[config.mk]
export PLATFORM = sky130hd
export DESIGN_NAME = fact_ctrl_unit
export DESIGN_NICKNAME = d
export VERILOG_FILES = /design/src/rtl/fact_ctrl_unit.sv
export SDC_FILE = /design/constraint.sdc
export NUM_CORES = 1
export LEC_CHECK = 0
export CORE_AREA = 4 4 41 43
export DETAILED_ROUTE_END_ITERATION = 8
export DIE_AREA = 0 0 45 47
export PLACE_DENSITY = 0.6
export REMOVE_ABC_BUFFERS = 1
export SLEW_MARGIN = 30
export SYNTH_ARGS = -nofsm -noshare
export SYNTH_HDL_FRONTEND = slang
export SYNTH_SLANG_ARGS = --single-unit
export TNS_END_PERCENT = 100
[constraint.sdc]
create_clock -name clk -period 3.8 [get_ports clk]
set_input_delay 0.95 -clock clk [delete_from_list [all_inputs] [get_ports clk]]
set_output_delay 0.95 -clock clk [all_outputs]
set_load 0.1 [all_outputs]
[src/rtl/fact_ctrl_unit.sv]
// Factorial control FSM: sequences counter load/decrement and product
// register updates, then reports done or an out-of-range error.
module fact_ctrl_unit #(
  parameter int WIDTH = 4,
  parameter int MAX_N = 12
) (
  input  logic             clk,
  input  logic             rst_n,
  input  logic             go,
  input  logic [WIDTH-1:0] n_in,
  input  logic             gt_one,
  output logic             ld_count,
  output logic             cnt_en,
  output logic             ld_prod,
  output logic             sel_init,
  output logic             oe,
  output logic             busy,
  output logic             done,
  output logic             err,
  output logic [2:0]       state_dbg
);

  typedef enum logic [2:0] {
    IDLE = 3'd0,
    LOAD = 3'd1,
    TEST = 3'd2,
    MUL  = 3'd3,
    DONE = 3'd4,
    ERR  = 3'd5
  } state_t;

  state_t state;
  state_t nxt;
  logic   go_q;
  logic   go_rise;
  logic   n_bad;

  assign go_rise   = go & ~go_q;
  assign n_bad     = {{(32-WIDTH){1'b0}}, n_in} > 32'(MAX_N);
  assign state_dbg = state;

  always_comb begin
    nxt = IDLE;
    unique case (state)
      IDLE: begin
        if (go_rise) nxt = n_bad ? ERR : LOAD;
        else         nxt = IDLE;
      end
      LOAD: nxt = TEST;
      TEST: nxt = gt_one ? MUL : DONE;
      MUL:  nxt = TEST;
      DONE: nxt = go ? DONE : IDLE;
      ERR:  nxt = go ? ERR : IDLE;
      default: nxt = IDLE;
    endcase
  end

  // Outputs are registered from the next state so they track state exactly.
  always_ff @(posedge clk) begin
    if (!rst_n) begin
      state    <= IDLE;
      go_q     <= 1'b1;
      ld_count <= 1'b0;
      cnt_en   <= 1'b0;
      ld_prod  <= 1'b0;
      sel_init <= 1'b0;
      oe       <= 1'b0;
      busy     <= 1'b0;
      done     <= 1'b0;
      err      <= 1'b0;
    end else begin
      state    <= nxt;
      go_q     <= go;
      ld_count <= (nxt == LOAD);
      cnt_en   <= (nxt == MUL);
      ld_prod  <= (nxt == LOAD) || (nxt == MUL);
      sel_init <= (nxt == LOAD);
      oe       <= (nxt == DONE);
      busy     <= (nxt == LOAD) || (nxt == TEST) || (nxt == MUL);
      done     <= (nxt == DONE);
      err      <= (nxt == ERR);
    end
  end

endmodule

==> impl_metrics.ini <==
[status]
status = finished, final reports clean

[cells_and_area]
drive_above_1_share = 0.1500
final_cell_mix = clkdlybuf4s50_1 (17), dfxtp_1 (10)
syn_to_final_growth_pct = 50.30
final_common_cell = clkdlybuf4s50_1
num_antenna_cells = 0
n_fill_cell = 139
fin_nets = 69

[critical_path]
path_delay_family = buffers and inverters
cp_max_fo = 7
worstSetupPathType = reg -> out
cp-start-kind = flip-flop
path_cells = clkdlybuf4s50_1
critPathCaptureType = output port
crit_buf_inv = 1
slowest_delay_ns = 1.18
crit_arrival_ns = 1.88
cpMaxStageDelayCell = clkdlybuf4s50_1
crit_required_ns = 2.85

[power_and_ir_drop]
p_comb_frac = 0.197
p_switching_mw = 0.07189
ir_drop_uv = 245.5
pwr-share-clk = 0.370
p_total_mw = 0.2554
internal_power_mw = 0.1835
p_seq_frac = 0.433
powerDensity_mw_per_mm2 = 414.1
leakage_nw = 0.2357
p_sw_frac = 0.2815

[yosys]
synth_area_um2 = 410.4
synthCells = 41
yosys_warnings = 0
synth-simple-area-share = 0.3293
avgSynthCellArea_um2 = 10.01
synth.area.top_cells = dfxtp_1 (49%), nor3_2 (4.9%), and3_1 (4.6%)
seq_area_frac_synth = 0.4878
synth_top_cell_by_area = dfxtp_1
ys_ff_latch = 10
synth-xor-area-share = 0
synth_top_area_frac = 0.4878
synth_fa_ha_area_frac = 0
synth_compound_area_frac = 0.1006
ys_types = 21
muxShareOfSynthArea = 0
synth_top_family_by_area = simple AND/OR/NAND/NOR gates

[floorplanning]
fp.coreArea_mm2 = 0.001301
num_io_pins = 19
num_rows = 13
fp.dieArea_mm2 = 0.002115
die_width_um = 45
start_util = 0.3154
fp.dieH_um = 47

[timing]
grt_setup_unrepaired = false
finalCriticalPeriod_ns = 2.833
tightest_slew_ns = 0.9732
tns_ns = 0
max_slew_margin = 0.3492
hold_viol = 0
finalSetupViolations = 0
skew_ns = 0.0004459
clock.fmax_mhz = 352.9
fin_crit_sh = 0.7456
drv_slew = 0

[route]
wl_per_cell_um = 10.91
viasPerCell = 4.653
drt_wl_total_um = 818
drtIter0Drc = 8
num_vias = 349
drt-pass1-iter-count = 2
drc_errors = 0
ant_nets = 0

[cts]
cts_post_setup_buffers_inserted = 0
root_buffer = clkbuf_4
ctsHtreeMaxLevel = 1
cts_buffer_depth = 2
path_clk_slew_ns = 0.06
cts_made_buffers = 3
cts_tree = done
clkLatencyLatePin_ns = 0.26
cts_sinks = 10
ctsResizeCount = 0
hold_buffers = 0

[placement]
place.gp.congestion = 0.7183
portBuffers = 18
dp_hpwl_um = 654

[grt]
grt_pass1_vias = 307
grt.total_usage = 0.08975
grt_max_degree = 11
grt_first_pass_wirelength_um = 1248
antenna_found_initial = 0
grt_overflow = 0

[min_path]
min_path_type = reg -> reg

[job]
maxCapViolCount = 0
## power by group through the flow
stage | registers, mW | logic (mW) | clock network, mW
after CTS | 0.111 | 0.0507 | 0.0989
after floorplan | 0.137 | 0.0102 | 0
final | 0.111 | 0.0502 | 0.0946
after detailed placement | 0.113 | 0.0506 | 0
after global routing | 0.111 | 0.0527 | 0.107
after global placement | 0.113 | 0.0505 | 0
## synthesized netlist by cell type
master     count
nor2_1         3
nand2_1        3
o2bb2ai_1      1
and4_1         1
inv_1          2
or3_4          1
buf_4          2
o211ai_1       1
nand2b_1       2
buf_6          1
nor4b_1        1
nor3_2         2
nor3b_2        1
and2_1         1
nor2b_1        1
a2bb2oi_1      1
a21oi_1        2
nor3b_1        1
o22ai_1        1
dfxtp_1       10
and3_1         3
## flip-flops by register name (all words and copies together) (netlist names)
| signal | cells |
|---|---|
| cnt_en | 1 |
| go_q | 1 |
| err | 1 |
| ld_prod | 1 |
| done | 1 |
| busy | 1 |
| state_dbg | 3 |
| sel_init | 1 |
## per-layer routing
metal / global-route usage / part of all wire
met5: 0 / 0
met4: 0.08772 / 0.024
met3: 0.04598 / 0.12
met2: 0.1328 / 0.46
met1: 0.09007 / 0.39
## area by class of cell
type / instances / area (um2) / share of cell area
clock buffers: 4 / 36.28 / 0.05882
inverters: 2 / 7.507 / 0.01217
multi-input cells: 26 / 176.4 / 0.2860
flip-flops and latches: 10 / 200.2 / 0.3245
well taps: 15 / 18.77 / 0.03043
repair buffers: 18 / 177.7 / 0.2880
## cell families (layout without fill, tap and decap cells)
| group | Yosys count | in the layout |
|---|---|---|
| buffers and inverters | 5 | 24 |
| DFF | 10 | 10 |
| AOI/OAI and AO/OA | 6 | 6 |
| and+or+nand+nor | 20 | 20 |
## metrics by stage
step / setup slack [ns] / hold WS (ns) / utilization / std cells / cell area [um2]
2_1_floorplan: 1.297 / 0.6165 / - / 38 / 384.1
3_3_place_gp: 1.270 / 0.5345 / 0.4462 / 71 / 580.6
3_5_place_dp: 1.255 / 0.5246 / 0.4462 / 71 / 580.6
4_1_cts: 0.9538 / 0.5389 / 0.4740 / 75 / 616.8
5_1_grt: 0.8791 / 0.5595 / 0.4740 / 75 / 616.8
6_report: 0.9666 / 0.5371 / 0.4740 / 75 / 616.8
## final timing paths
check | start | end | slack [ns] | cells past startpoint
max | state_dbg[0] | state_dbg[0] | 0.97 | 1
max reg2reg | state_dbg[2] | ld_prod | 2.41 | 4
min | state_dbg[1] | cnt_en | 0.54 | 1
min reg2reg | state_dbg[1] | cnt_en | 0.54 | 1
Note: power is estimated with default switching activity, not from simulation.
